<file path="config.mk">
export PLATFORM = sky130hd
export DESIGN_NAME = jt900h_muldiv
export DESIGN_NICKNAME = d
export VERILOG_FILES = /design/src/rtl/jt900h_muldiv.sv
export SDC_FILE = /design/constraint.sdc
export NUM_CORES = 1
export LEC_CHECK = 0
export ABC_CLOCK_PERIOD_IN_PS = 9800
export CORE_MARGIN = 2
export CORE_UTILIZATION = 27
export DETAILED_ROUTE_END_ITERATION = 6
export PLACE_DENSITY = 0.55
export SKIP_LAST_GASP = 1
export SYNTH_ARGS = -nofsm -noshare
export SYNTH_HDL_FRONTEND = slang
export SYNTH_SLANG_ARGS = --single-unit
</file>
<file path="constraint.sdc">
create_clock -name clk -period 9.8 [get_ports clk]
set_clock_uncertainty 0.15 [all_clocks]
set_input_delay 0.98 -clock clk [delete_from_list [all_inputs] [get_ports clk]]
set_output_delay 0.98 -clock clk [all_outputs]
set_load 0.05 [all_outputs]
</file>
<file path="src/rtl/jt900h_muldiv.sv">
// jt900h_muldiv -- iterative multiply / divide unit, one result bit per
// enabled clock.
//
// Operations (mode): 0 MUL, 1 MULS, 2 DIV, 3 DIVS. len selects the operand
// size N: W (len=1) or W/2 (len=0). Signed operations work on magnitudes and
// fix up the signs on the final iteration. Division is restoring division
// of a 2N-bit dividend by an N-bit divisor. Divide-by-zero and quotients that
// cannot fit in N bits are caught at acceptance and finish after one cycle.
//
// Ports:
//   clk, rst   clock; synchronous active-high reset (ignores cen)
//   cen        clock enable; all non-reset state is held while low
//   start      request a new operation (accepted only when not busy)
//   mode, len  operation and operand size, captured at acceptance
//   op0        dividend (low 2N bits) or multiplicand (low N bits)
//   op1        divisor or multiplier (low N bits)
//   busy       operation in progress (N cycles, or 1 on early exit)
//   done       one-cen-cycle completion pulse
//   rslt       product, or {remainder, quotient}; bits above 2N are zero
//   v          division overflow / divide-by-zero
module jt900h_muldiv #(
  parameter int W = 16
) (
  input  logic           rst,
  input  logic           clk,
  input  logic           cen,
  input  logic           start,
  input  logic [1:0]     mode,
  input  logic           len,
  input  logic [2*W-1:0] op0,
  input  logic [W-1:0]   op1,
  output logic           busy,
  output logic           done,
  output logic [2*W-1:0] rslt,
  output logic           v
);
  localparam int H  = W / 2;
  localparam int CW = $clog2(W);

  typedef enum logic       {IDLE, RUN} state_t;
  typedef enum logic [1:0] {MUL = 2'd0, MULS = 2'd1, DIV = 2'd2, DIVS = 2'd3} mode_t;

  function automatic logic [W-1:0] mask_n(input logic f);
    return f ? {W{1'b1}} : {{H{1'b0}}, {H{1'b1}}};
  endfunction

  function automatic logic [2*W-1:0] mask_2n(input logic f);
    return f ? {2*W{1'b1}} : {{W{1'b0}}, {W{1'b1}}};
  endfunction

  // Division result layout: remainder above quotient, each N bits wide.
  function automatic logic [2*W-1:0] pack(input logic f, input logic [W-1:0] rem,
                                          input logic [W-1:0] quo);
    return f ? {rem, quo} : {{W{1'b0}}, rem[H-1:0], quo[H-1:0]};
  endfunction

  state_t         state, state_nx;
  logic [CW-1:0]  cnt, cnt_nx;
  logic [2*W-1:0] acc, acc_nx;          // product, or partial remainder
  logic [W-1:0]   opa, opa_nx;          // multiplier / dividend low half, MSB first
  logic [W-1:0]   opb, opb_nx;          // multiplicand / divisor magnitude
  logic [W-1:0]   dlo, dlo_nx;          // raw dividend low half for overflow results
  logic           is_div, is_div_nx, full, full_nx, sgn, sgn_nx;
  logic           neg_q, neg_q_nx, neg_r, neg_r_nx, ovf, ovf_nx;
  logic           done_nx, v_nx;
  logic [2*W-1:0] rslt_nx;

  assign busy = (state == RUN);

  // Operand decode, used only on the acceptance cycle.
  mode_t          m;
  logic           in_div, in_sgn, a_neg, b_neg;
  logic [2*W-1:0] a_msk, a_raw, a_mag;
  logic [W-1:0]   b_raw, b_mag, a_hi, a_lo;

  always_comb begin
    m      = mode_t'(mode);
    in_div = (m == DIV) || (m == DIVS);
    in_sgn = (m == MULS) || (m == DIVS);
    a_msk  = in_div ? mask_2n(len) : {{W{1'b0}}, mask_n(len)};
    a_raw  = op0 & a_msk;
    b_raw  = op1 & mask_n(len);
    a_neg  = in_sgn & (in_div ? (len ? op0[2*W-1] : op0[W-1])
                              : (len ? op0[W-1]   : op0[H-1]));
    b_neg  = in_sgn & (len ? op1[W-1] : op1[H-1]);
    a_mag  = a_neg ? ((-a_raw) & a_msk) : a_raw;
    b_mag  = b_neg ? ((-b_raw) & mask_n(len)) : b_raw;
    a_hi   = len ? a_mag[2*W-1:W] : {{H{1'b0}}, a_mag[W-1:H]};
    a_lo   = a_mag[W-1:0] & mask_n(len);
  end

  // One iteration of either algorithm, plus the sign fix-up for the last one.
  logic           top, ge;
  logic [W:0]     trial;
  logic [W-1:0]   rem_step, opa_step, q_mag, q_out, r_out, lim;
  logic [2*W-1:0] mul_step, prod;
  logic [CW-1:0]  n_last;

  always_comb begin
    top      = full ? opa[W-1] : opa[H-1];
    mul_step = (acc << 1) + (top ? {{W{1'b0}}, opb} : '0);
    trial    = {acc[W-1:0], top};
    ge       = trial >= {1'b0, opb};
    // The remainder stays below the divisor, so W bits always hold it.
    rem_step = ge ? (trial[W-1:0] - opb) : trial[W-1:0];
    opa_step = {opa[W-2:0], is_div & ge};
    q_mag    = opa_step & mask_n(full);
    q_out    = (neg_q ? -q_mag : q_mag) & mask_n(full);
    r_out    = (neg_r ? -rem_step : rem_step) & mask_n(full);
    lim      = full ? {1'b1, {(W-1){1'b0}}} : {{H{1'b0}}, 1'b1, {(H-1){1'b0}}};
    prod     = (neg_q ? -mul_step : mul_step) & mask_2n(full);
    n_last   = full ? CW'(W-1) : CW'(H-1);
  end

  always_comb begin
    // NOTE: every output of this block gets a default first, so no path can infer a latch.
    state_nx  = state;
    cnt_nx    = cnt;
    acc_nx    = acc;
    opa_nx    = opa;
    opb_nx    = opb;
    dlo_nx    = dlo;
    is_div_nx = is_div;
    full_nx   = full;
    sgn_nx    = sgn;
    neg_q_nx  = neg_q;
    neg_r_nx  = neg_r;
    ovf_nx    = ovf;
    done_nx   = 1'b0;
    rslt_nx   = rslt;
    v_nx      = v;
    case (state)
      IDLE: if (start) begin
        state_nx  = RUN;
        cnt_nx    = '0;
        is_div_nx = in_div;
        full_nx   = len;
        sgn_nx    = in_sgn;
        neg_q_nx  = a_neg ^ b_neg;
        neg_r_nx  = a_neg;
        // A high half at or above the divisor means the quotient needs more than N bits.
        ovf_nx    = in_div && ((b_raw == '0) || (a_hi >= b_mag));
        dlo_nx    = op0[W-1:0] & mask_n(len);
        opa_nx    = in_div ? a_lo : b_mag;
        opb_nx    = in_div ? b_mag : a_lo;
        acc_nx    = in_div ? {{W{1'b0}}, a_hi} : '0;
      end
      RUN: begin
        cnt_nx = cnt + CW'(1);
        acc_nx = is_div ? {{W{1'b0}}, rem_step} : mul_step;
        opa_nx = opa_step;
        if (ovf || (cnt == n_last)) begin
          state_nx = IDLE;
          done_nx  = 1'b1;
          if (ovf) begin
            v_nx    = 1'b1;
            rslt_nx = pack(full, dlo, {W{1'b1}});
          end else if (!is_div) begin
            v_nx    = 1'b0;
            rslt_nx = prod;
          end else if (sgn && (neg_q ? (q_mag > lim) : (q_mag >= lim))) begin
            v_nx    = 1'b1;
            rslt_nx = pack(full, dlo, {W{1'b1}});
          end else begin
            v_nx    = 1'b0;
            rslt_nx = pack(full, r_out, q_out);
          end
        end
      end
      default: state_nx = IDLE;
    endcase
  end

  always_ff @(posedge clk) begin
    if (rst) begin
      // NOTE: there are no memories here, so every register is cleared, keeping rslt/v at 0 after reset.
      state  <= IDLE;
      cnt    <= '0;
      acc    <= '0;
      opa    <= '0;
      opb    <= '0;
      dlo    <= '0;
      is_div <= 1'b0;
      full   <= 1'b0;
      sgn    <= 1'b0;
      neg_q  <= 1'b0;
      neg_r  <= 1'b0;
      ovf    <= 1'b0;
      done   <= 1'b0;
      rslt   <= '0;
      v      <= 1'b0;
    end else if (cen) begin
      // NOTE: non-blocking so every register samples the pre-edge values from the comb block.
      state  <= state_nx;
      cnt    <= cnt_nx;
      acc    <= acc_nx;
      opa    <= opa_nx;
      opb    <= opb_nx;
      dlo    <= dlo_nx;
      is_div <= is_div_nx;
      full   <= full_nx;
      sgn    <= sgn_nx;
      neg_q  <= neg_q_nx;
      neg_r  <= neg_r_nx;
      ovf    <= ovf_nx;
      done   <= done_nx;
      rslt   <= rslt_nx;
      v      <= v_nx;
    end
  end

endmodule

</file>
==> impl_results.md <==
- Status: completed
- Clock Tree Buf Depth: 2
- Layout cells sized above 1: 0.0544
- CTS tree: done
- Post-synthesis mux area share: 0.0439
- Combinational family with the most area after synthesis: compound AO/OA/AOI/OAI gates
- Final worst path period need: 6.37 ns
- Die area: 0.0450 mm²
- Final setup vio count: 0
- CTS buffer count: 17
- Pwr/cell area: ~140 mW/mm²
- Total Power: between 1.5 and 2 mW
- Htree depth: 4
- Synth Warn #: 0
- Crit path kind: flip-flop to flip-flop
- Post-synth EDFFs: 0
- Placed cell count: 2207
- Synth top area share: 0.212
- DR pass1 iterations: 6
- Mapped Area: 0.0117 mm²
- RSZ-0062 raised after global routing: no
- GPL Wtd Cong: 0.936
- Sequential element share of the synthesized area: 0.212
- Die width: 212 µm
- Final cell count without fillers: approximately 2200
- Post-CTS Setup Inserts: 0
- CP startpoint kind: flip-flop
- Critical Path RT: approximately 10 ns
- Area share of and/or/nand/nor cells after synthesis: 0.241
- Post-Syn Nets: 1730
- Ant. Diodes: 0
- Synth Area in Compound Gates: 0.308
- Setup TNS: 0 ns
- Ys async rst share: 0
- Slew Limit Fails: 0
- Routed length on met3: between 2 and 3 mm
- Drt wl/cell: about 21 µm
- Post-CTS Resized: 0
- Finished Cell Area: between 0.01 and 0.015 mm²
- Synth-to-layout area growth: 17.6%
- Synth area leaders: dfxtp_1, ha_1, nor2_1
- Relative slew slack: 0.237
- Final nets: between 1500 and 2000
- CTS root buf: clkbuf_16
- Die height: 212 µm
- Largest net degree at the start of global routing: 69
- Yosys top cell by area: dfxtp_1
- Final ANT Viol Nets: 0
- Synth Area in XOR/XNOR: 0.0801
- Io pins: 90
- # DRC: 0
- Clock transition at path regs: around 0.06 ns
- Final hold violations: 0
- # clock sinks: about 120
- Highest Signal Layer: met4
- Vias in the first global route: approximately 12000
- Cts hold-fix bufs: 0
- Data arrival time of the worst path: roughly 6.6 ns
- # rows: 76
- Routed WL: between 40 and 50 mm
- Metal2 WL: between 20 and 25 mm
- Mean post-synth cell area: a little over 7 µm²
- Total GRT Usage: 0.212
- Leakage Power: between 5 and 6 nW
- Period utilization: 0.650
- Grt ovf: 0
- Synth unique cells: 79
- Cell with the most instances after synthesis: nor2_1
- Wl on met1: roughly 22 mm
- Highest Clock Rate: roughly 160 MHz
- # port buffers: slightly below 90
- Dominant synthesized flop cell: dfxtp_1
- Synth cell count leaders: nor2_1, nand2_1, dfxtp_1
- HP Class: flip-flop to flip-flop
- Crit Path Max Fanout: 23
- Adder-Cell Fraction of Synth Area: 0.0622
- Worst skew pair latency: roughly 0.44 ns
- First-pass GRT wire length: just over 70 mm
- Vias per cell: about 5.7
- Via Count: between 10000 and 15000
- Hold_ws: approximately 0.30 ns
- Initial antenna violation count: 0
- Seq cells post-synth: roughly 120
- Initial Util: 0.273
- Max rail drop VDD: 109 µV
- Max Cap Violations: 0
- Area after DPL: 0.0131 mm²
- Placed wire-length estimate: around 38 mm
- DR iter-0 viols: about 1300
- Syn Inst Count: 1618
- CORE AREA: between 0.04 and 0.05 mm²
- CP Capture Type: flip-flop
- Tightest Pin Transition: 1.14 ns
-- logic make-up (layout without fill, tap and decap cells) --
kind of cell / count (synthesis) / after routing
compound gates: 527 / 527
xor+xnor: 107 / 107
fa+ha+maj: 57 / 57
buf+inv: 163 / 199
flops: 124 / 124
mux: 49 / 49
simple gates: 591 / 591
-- routing by layer --
layer  up-vias  track usage
li1       6074            -
met1      6025        0.289
met2       488        0.338
met3        73       0.0329
met4         0       0.0729
met5         -            0
-- cell type report --
| type | instances | area (µm²) |
|---|---|---|
| fillers | 4615 | 29100 |
| multi-input cells | 1331 | 8610 |
| flip-flops and latches | 124 | 2480 |
| repair buffers | 111 | 1050 |
| well taps | 585 | 732 |
| clock buffers | 18 | 439 |
| clock inverters | 14 | 230 |
| inverters | 56 | 210 |
-- flip-flops by register name (all words and copies together) (netlist names), 4 cells and up --
signal / count
acc: 31
cnt: 4
dlo: 16
opa: 16
opb: 16
rslt: 32
-- report_power, final --
part	switching, mW	internal (mW)	leakage (nW)
Sequential	0.0341	0.522	1.01
Clock	0.270	0.465	0.324
Combinational	0.452	0.250	3.71
-- critical path, stage by stage (launching register included) --
cell and delay, ns:
dfxtp_1 0.92, mux2i_1 0.28, buf_4 0.27, ha_1 0.23, nor2b_1 0.06, o2111ai_1 0.28
nand3_1 0.25, a21oi_1 0.74, o21a_1 0.60, mux2i_1 0.24, inv_1 0.14, ha_1 0.25
nand4_1 0.14, a2111oi_0 0.50, mux2i_1 0.28, o41ai_1 0.54, xor2_1 0.18, o211ai_1 0.09
a22oi_1 0.15
-- metrics by stage --
| stage | setup WS (ns) | util |
|---|---|---|
| 3_5_place_dp | 3.64 | 0.305 |
| 3_3_place_gp | 3.87 | 0.305 |
| 5_1_grt | 3.21 | 0.321 |
| 2_1_floorplan | 4.59 | - |
| 6_report | 3.43 | 0.321 |
| 4_1_cts | 3.59 | 0.321 |
-- worst paths after layout --
kind              startpoint        to  slack [ns]  depth (start not counted)
setup / recovery        full  rslt[30]        3.43                         18
setup reg to reg        full  rslt[30]        3.43                         18
hold / removal       opb[10]   opb[10]        0.30                          2
hold reg to reg      opb[10]   opb[10]        0.30                          2
-- cells in the final DEF (no fill, tap or decap), types with 14 or more instances in the layout --
cell             count
inv_1               54
mux2i_1             39
a21oi_1            104
a22o_1              14
xnor2_1             65
clkdlybuf4s50_1     88
a21o_1              26
clkbuf_16           17
nand4_1             22
nor3_1              54
and2_1              21
dfxtp_1            122
nor2_1             171
nand2b_1            19
o31ai_1             20
buf_4               23
or3_1               24
a22oi_1             20
xor2_1              42
a211oi_1            45
nand2_1            162
o21ai_0            109
o211ai_1            28
nor4_1              19
nand3_1             41
a221oi_1            18
ha_1                55
and3_1              15
No activity file was read; power rests on OpenSTA's default activity.
